[config.mk]
export PLATFORM = sky130hd
export DESIGN_NAME = regfile_scoreboard
export DESIGN_NICKNAME = d
export VERILOG_FILES = /design/src/rtl/regfile_scoreboard.sv
export SDC_FILE = /design/constraint.sdc
export NUM_CORES = 2
export LEC_CHECK = 0
export BUFFER_PORTS_ARGS = -buffer_cell sky130_fd_sc_hd__buf_2
export CORE_ASPECT_RATIO = 2
export CORE_MARGIN = 5
export CORE_UTILIZATION = 41
export DETAILED_ROUTE_END_ITERATION = 6
export GPL_TIMING_DRIVEN = 0
export PLACE_DENSITY_LB_ADDON = 0.12
export SETUP_SLACK_MARGIN = 0.15
export SLEW_MARGIN = 15
export SYNTH_ARGS = -nofsm -noshare
export SYNTH_HDL_FRONTEND = slang
export SYNTH_SLANG_ARGS = --single-unit
[constraint.sdc]
create_clock -name clk -period 4.05 [get_ports clk]
set_input_delay 0.81 -clock clk [delete_from_list [all_inputs] [get_ports clk]]
set_output_delay 0.81 -clock clk [all_outputs]
set_load 0.005 [all_outputs]
[src/rtl/regfile_scoreboard.sv]
// Register file with a per-register pending-write scoreboard; x0 reads as zero.
// Define WB_BYPASS_EN to forward write-back data and mask the matching stall term.
module regfile_scoreboard #(
  parameter int unsigned WIDTH  = 32,
  parameter int unsigned NREGS  = 32,
  parameter int unsigned ADDR_W = 5
) (
  input  logic              clk,
  input  logic              rst,
  input  logic [ADDR_W-1:0] RS1,
  input  logic [ADDR_W-1:0] RS2,
  input  logic              RS1_used,
  input  logic              RS2_used,
  output logic [WIDTH-1:0]  RS1_data,
  output logic [WIDTH-1:0]  RS2_data,
  input  logic              issue_en,
  input  logic [ADDR_W-1:0] issue_rd,
  input  logic              wb_en,
  input  logic [ADDR_W-1:0] RD,
  input  logic [WIDTH-1:0]  RD_data,
  output logic              hazard_stall,
  output logic [ADDR_W:0]   pend_cnt
);

  localparam logic [ADDR_W:0] CntOne = (ADDR_W+1)'(1);

  logic [WIDTH-1:0]  regs_q [NREGS];
  logic [NREGS-1:0]  busy_q, busy_d;
  logic [ADDR_W:0]   cnt_q, cnt_d;
  logic              wb_v, iss_v, inc, dec;
  logic              stall1, stall2;

  assign wb_v  = wb_en && (RD != '0);
  assign iss_v = issue_en && (issue_rd != '0);

  // Set wins over clear when issue and write-back target the same register.
  always_comb begin
    busy_d = busy_q;
    if (wb_v)  busy_d[RD]       = 1'b0;
    if (iss_v) busy_d[issue_rd] = 1'b1;
  end

  always_comb begin
    inc   = iss_v && !busy_q[issue_rd];
    dec   = wb_v && busy_q[RD] && !(iss_v && (issue_rd == RD));
    cnt_d = cnt_q;
    if (inc && !dec) begin
      cnt_d = cnt_q + CntOne;
    end else if (dec && !inc) begin
      cnt_d = cnt_q - CntOne;
    end
  end

  always_ff @(posedge clk) begin
    if (rst) begin
      busy_q <= '0;
      cnt_q  <= '0;
      for (int i = 0; i < int'(NREGS); i++) begin
        regs_q[i] <= '0;
      end
    end else begin
      busy_q <= busy_d;
      cnt_q  <= cnt_d;
      if (wb_v) regs_q[RD] <= RD_data;
    end
  end

  always_comb begin
    RS1_data = (RS1 == '0) ? '0 : regs_q[RS1];
    RS2_data = (RS2 == '0) ? '0 : regs_q[RS2];
    stall1   = RS1_used && busy_q[RS1];
    stall2   = RS2_used && busy_q[RS2];
`ifdef WB_BYPASS_EN
    // A same-cycle issue to RD names a newer producer, so that stall must hold.
    if (wb_v && (RS1 == RD)) begin
      RS1_data = RD_data;
      if (!(issue_en && (issue_rd == RD))) stall1 = 1'b0;
    end
    if (wb_v && (RS2 == RD)) begin
      RS2_data = RD_data;
      if (!(issue_en && (issue_rd == RD))) stall2 = 1'b0;
    end
`endif
  end

  assign hazard_stall = stall1 || stall2;
  assign pend_cnt     = cnt_q;

endmodule
# [Word level (Yosys, flattened, before mapping)]
# Memories as Yosys holds them, arrays and structs flattened.
# Cells that the tools add are included.
[op_classes] n_reduce_logical=23 muxes=26 shifts=0 mul=0 div=0 n_lt_le_gt_ge=6 n_eq_ne=1 addsub=2 bitwise_logic=3
[ops] cell="two-way mux 32 bit" n=5
[ops] cell="bitwise AND 32 bit" n=1
[ops] cell="NOT 32 bit" n=1
[ops] cell="OR 32 bit" n=1
[ops] cell="OR reduction 32 bit" n=1
[ops] cell="less-than comparator 5 x 6 -> 1 bit (second input constant)" n=4
[ops] cell="binary-select mux 1 bit (select 5 bit)" n=4
[ops] cell="logical AND 1 bit" n=12
[ops] cell="two-way mux 1 bit" n=12
[ops] cell="two-way mux 6 bit" n=2
[ops] cell="demux 1 bit (select 5 bit)" n=2
[ops] cell="greater-or-equal comparator 5 x 1 -> 1 bit (second input constant)" n=2
[ops] cell="logical NOT 5 bit" n=2
[ops] cell="nonzero test 5 bit" n=2
[ops] cell="adder 6 x 1 -> 6 bit (second input constant)" n=1
[ops] cell="subtractor 6 x 1 -> 6 bit (second input constant)" n=1
[ops] cell="equality test 5 bit" n=1
[ops] cell="two-way mux 5 bit" n=1
[ops] cell="logical NOT 1 bit" n=4
[ops] cell="nonzero test 2 bit" n=1
[ops] cell="logical OR 1 bit" n=1
[totals] mem_bits_rw=1024 register_bits=38 latch_bits=0 out_inout_bits=71 elab_cells=64 memories=1 input_bits=58 romBits=0
[mem_list] memory="regs_q" depth=32 width=32 read_ports=2 rd_clocked_by_memory_dff=0 write_ports=32 line_no="27" rtl="logic [WIDTH-1:0] regs_q [NREGS];"

# [Longest topological paths before layout]
[logic_depth] depth_word=9 ltp_mapped=14 mapped_depth_nobuf=13

# [Worst setup path after synthesis]
# OpenSTA, ideal clock, no wires.
[synth_path] path_kind="input to register" startpoint="input issue_rd[1]" endpoint="register cnt_q[4] (netlist: pend_cnt[4])" setup_ps=71 path_buffers=2 arrival_ps=3946 cell_stages=13 slack_ps=34 path_cell_list="clkbuf_1 -> clkbuf_1 -> mux4_2 -> mux4_2 -> a211oi_1 -> ha_1 -> inv_1 -> ha_1 -> nor2b_1 -> o21a_1 -> o21ai_0 -> or3b_1 -> a21oi_1"
[synth_between] elab_chain_len=8 elab_cells_between_ends=16 classes_between="eq/ne: 1; mux: 3; reduce/logical: 12"
[synth_rtl] item="start: declaration" line_no="17" rtl="input logic [ADDR_W-1:0] issue_rd,"
[synth_rtl] item="branches (longest 8 deep; another with binary-select mux 1 bit (select 5 bit))"
[synth_rtl] item="end signal: assignment" line_no="63" rtl="cnt_q <= cnt_d;"
[synth_rtl] item="end: declaration" line_no="29" rtl="logic [ADDR_W:0] cnt_q, cnt_d;"
# Parallel ways; which one is timed is not known. The select of a mux whose other input is x is not followed.
# A chain may end at the register's enable or synchronous reset.

# [Final worst setup path]
[layout_path] startpoint="input RS1[3]" endpoint="output RS1_data[24]"
[layout_between] elab_chain_len=2 elab_cells_between_ends=3 classes_between="mux: 1; reduce/logical: 1; memory: 1"
[layout_rtl] item="start: declaration" line_no="10" rtl="input logic [ADDR_W-1:0] RS1,"
[layout_rtl] item="memory read (32 x 32 bit) or logical NOT 5 bit (tied branches)"
[layout_rtl] item="two-way mux 32 bit *" line_no="69" rtl="RS1_data = (RS1 == '0) ? '0 : regs_q[RS1];"
[layout_rtl] item="end: declaration" line_no="14" rtl="output logic [WIDTH-1:0] RS1_data,"
# Mark *: on every way between the ends. The rest lies on a longest branch, timed or not.

==> run_results.csv <==
group,metric,value,unit
outcome,status,"completed",
drt,dr.pass1.iters,6,
setup_path,worstPathRequired,3.24,ns
yosys,yosys-top-cells-area,"edfxtp_1 (54%), mux4_2 (27%), and2_1 (11%)",
timing,hold_viol,0,
flow_run,maxCapViolCount,0,
die,start_util,41.3,%
power_and_ir_drop,power.leakage,22.1,nW
timing,clock_skew,0.0153,ns
timing,tightest_slew,1.16,ns
timing,finalCritPeriodShare,97.2,%
yosys,synth_top_area_cell,"edfxtp_1",
global_routing,grt_pass1_vias,37500,
clock_tree,cts-root-buf,"clkbuf_16",
setup_path,reg2reg_from,"busy_q[27]",
setup_path,crit_fanout,10,
yosys,ys_warn_count,0,
die,die_area,147000,um2
timing,min_period,3.93,ns
drt,remaining_drc_errors,0,
global_routing,grt_usage,29.9,%
clock_tree,clk_pin_slew,0.07,ns
drt,drtAntennaViolNets,0,
die,die_x,274,um
global_routing,grt_pass1_wl,298000,um
yosys,synth_seq_cells,1062,
yosys,synth_flop_cell,"edfxtp_1",
yosys,synth_top_family_by_area,"multiplexers",
setup_path,critPathLaunchType,"primary input",
timing,grt_setup_unrepaired,"true",
drt,wirelength,222000,um
finish,drive_above_1_share,29.7,%
setup_path,crit_end,"RS1_data[24]",
yosys,synthArstFlopShare,0,%
drt,wl_met2,123000,um
yosys,syn-mean-instance-area,16.0,um2
placement,place_ws,-1.15,ns
setup_path,crit_type,"primary input to primary output",
clock_tree,cts_buffers,96,
finish,num-fill-cells,12000,
finish,final_nets,3904,
power_and_ir_drop,power,26.6,mW
setup_path,r2r_slack,0.57,ns
finish,syn_to_final_growth,13.2,%
global_routing,grt_overflow,0,
yosys,synthXorXnorAreaFrac,0.107,%
power_and_ir_drop,p_per_area,412,nW/um2
drt,top_layer_used,"met5",
drt,vias,35200,
die,rows,193,
yosys,synth_cells,3572,
setup_path,worstReg2RegEnd,"pend_cnt[4]",
setup_path,r2r_cells,12,
timing,setup_viol,0,
yosys,synth_compound_area_share,1.49,%
setup_path,end_kind,"primary output",
clock_tree,cts_tree,"done",
timing,setup_slack,0.115,ns
die,io_pins,129,
yosys,synth_area,57100,um2
placement,io_buffers,118,
setup_path,critPathMaxStageDelay,0.49,ns
placement,dp.cells,5592,
min_path,hold_depth,2,
clock_tree,cts_sinks,1062,
setup_path,cp_common_cell,"buf_2",
timing,slew_viol_final,0,
power_and_ir_drop,ir_drop,571,uV
setup_path,cp-startpoint,"RS1[3]",
yosys,seq_area_frac_synth,55.2,%
clock_tree,clk_latency,0.72,ns
drt,drt-initial-drc-count,3798,
drt,wl_per_cell,38.4,um
yosys,synthAdderAreaFrac,0.166,%
die,die_h,538,um
global_routing,antenna_found_initial,11,
finish,final_cells,5777,
placement,gp_congestion,0.918,
drt,met1Wirelength,69400,um
yosys,synth_edf_count,1024,
global_routing,grt_max_degree,34,
timing,slew-limit-headroom,22.6,%
setup_path,cp.arrival,3.12,ns
clock_tree,cts_hold_buf,0,
timing,timing.fmax,254,MHz
die,core_area,138000,um2
min_path,min_path_type,"primary input to register",
setup_path,crit_slowest_cell,"clkbuf_4",
yosys,yosysUniqueCellTypes,48,
drt,vias_per_cell,6.10,
yosys,synth_top_area_share,53.8,%
clock_tree,cts.path.max_buffers,3,
placement,dp_hpwl,161000,um
timing,finalSetupTns,0,ns
setup_path,path_cells,"buf_2 -> clkbuf_4 -> clkbuf_2 -> mux4_2 -> nand2_1 -> o21ai_1 -> buf_2",
clock_tree,htree_levels,3,
yosys,muxShareOfSynthArea,26.8,%
yosys,yosys.area_share.simple,12.5,%
drt,dr_wl_met3,14200,um
-- state kept, by name, indices dropped and copies added, names as in the netlist --
signal / cells
busy_q: 32
pend_cnt: 6
regs_q: 1024
-- where the power goes --
part | switching [mW] | leakage, nW | internal, mW
combinational | 2.15 | 10.5 | 1.61
sequential | 0.307 | 10.1 | 12.6
clock | 4.50 | 1.58 | 5.40
-- layout by cell type, fill, tap and decap left out, types with 41 or more instances in the layout --
cell type	netlist	routed
and2_1	994	994
nand2_1	95	95
buf_4	24	41
inv_1	103	103
clkbuf_1	288	230
mux4_2	676	676
buf_2	18	134
edfxtp_1	1024	1024
clkbuf_16	0	101
o21ai_1	72	65
nor2_1	42	42
-- Yosys cell counts (24+ instances only) --
| master | n |
|---|---|
| edfxtp_1 | 1024 |
| and2_1 | 994 |
| mux4_2 | 676 |
| clkbuf_1 | 288 |
| inv_1 | 103 |
| nand2_1 | 95 |
| o21ai_1 | 72 |
| nor2_1 | 42 |
| dfxtp_1 | 38 |
| buf_6 | 36 |
| a21o_1 | 30 |
| buf_4 | 24 |
-- worst max-delay path: cells and delay by family --
family	cells	cell delay [ns]
compound gates	1	0.19
buf+inv	4	1.51
mux	1	0.47
simple gates	1	0.13
-- worst min-delay path by stage --
| stage | start | endpoint | slack (ns) |
|---|---|---|---|
| finish | RD_data[3] | regs_q[4][3] | 0.43 |
| global route | RD_data[3] | regs_q[4][3] | 0.46 |
| global placement | busy_q[16] | busy_q[16] | 0.49 |
| CTS | RD_data[3] | regs_q[4][3] | 0.39 |
| detailed placement | busy_q[17] | busy_q[17] | 0.50 |
| floorplan | busy_q[17] | busy_q[17] | 0.46 |
-- per-stage QoR --
stage               hold WS [ns]  instance area, um2  util [%]
detailed placement         0.498               60800      44.0
finish                     0.431               64600      46.7
floorplan                  0.462               57200         -
global placement           0.489               60200      43.5
global route               0.458               64600      46.7
CTS                        0.393               64600      46.7
-- routing by layer --
layer  global-route usage, %  vias up
met5                       0        -
met2                    57.1     1697
li1                        -    14200
met1                    30.3    18600
met3                    4.99      663
met4                    17.3        4
-- repair_timing --
| item | 4_1_cts | 5_1_grt |
|---|---|---|
| endpoints found under the setup margin | 65 | 42 |
| gates resized for setup | 193 | 42 |
| setup buffers | 1 | 0 |
-- final cells by class --
class,instances,area [um2],area share (%)
Clock inverter,55,584,0.904
Inverter,103,387,0.598
Tap cell,1852,2320,3.58
Sequential cell,1062,31500,48.7
Timing Repair Buffer,138,1000,1.55
Clock buffer,125,2660,4.11
Multi-Input combinational cell,2063,23900,36.9
Antenna cell,4,10.0,0.0155
Buffer,375,2330,3.60
-- cells by family after synthesis --
| logic type | after synthesis |
|---|---|
| and+or+nand+nor | 1188 |
| DFF | 1062 |
| muxes | 684 |
| buffers and inverters | 478 |
| AOI/OAI and AO/OA | 145 |
| adders and majority gates | 7 |
| xor gates and xnor gates | 7 |
| other | 1 |
(Power assumes the default switching activity.)
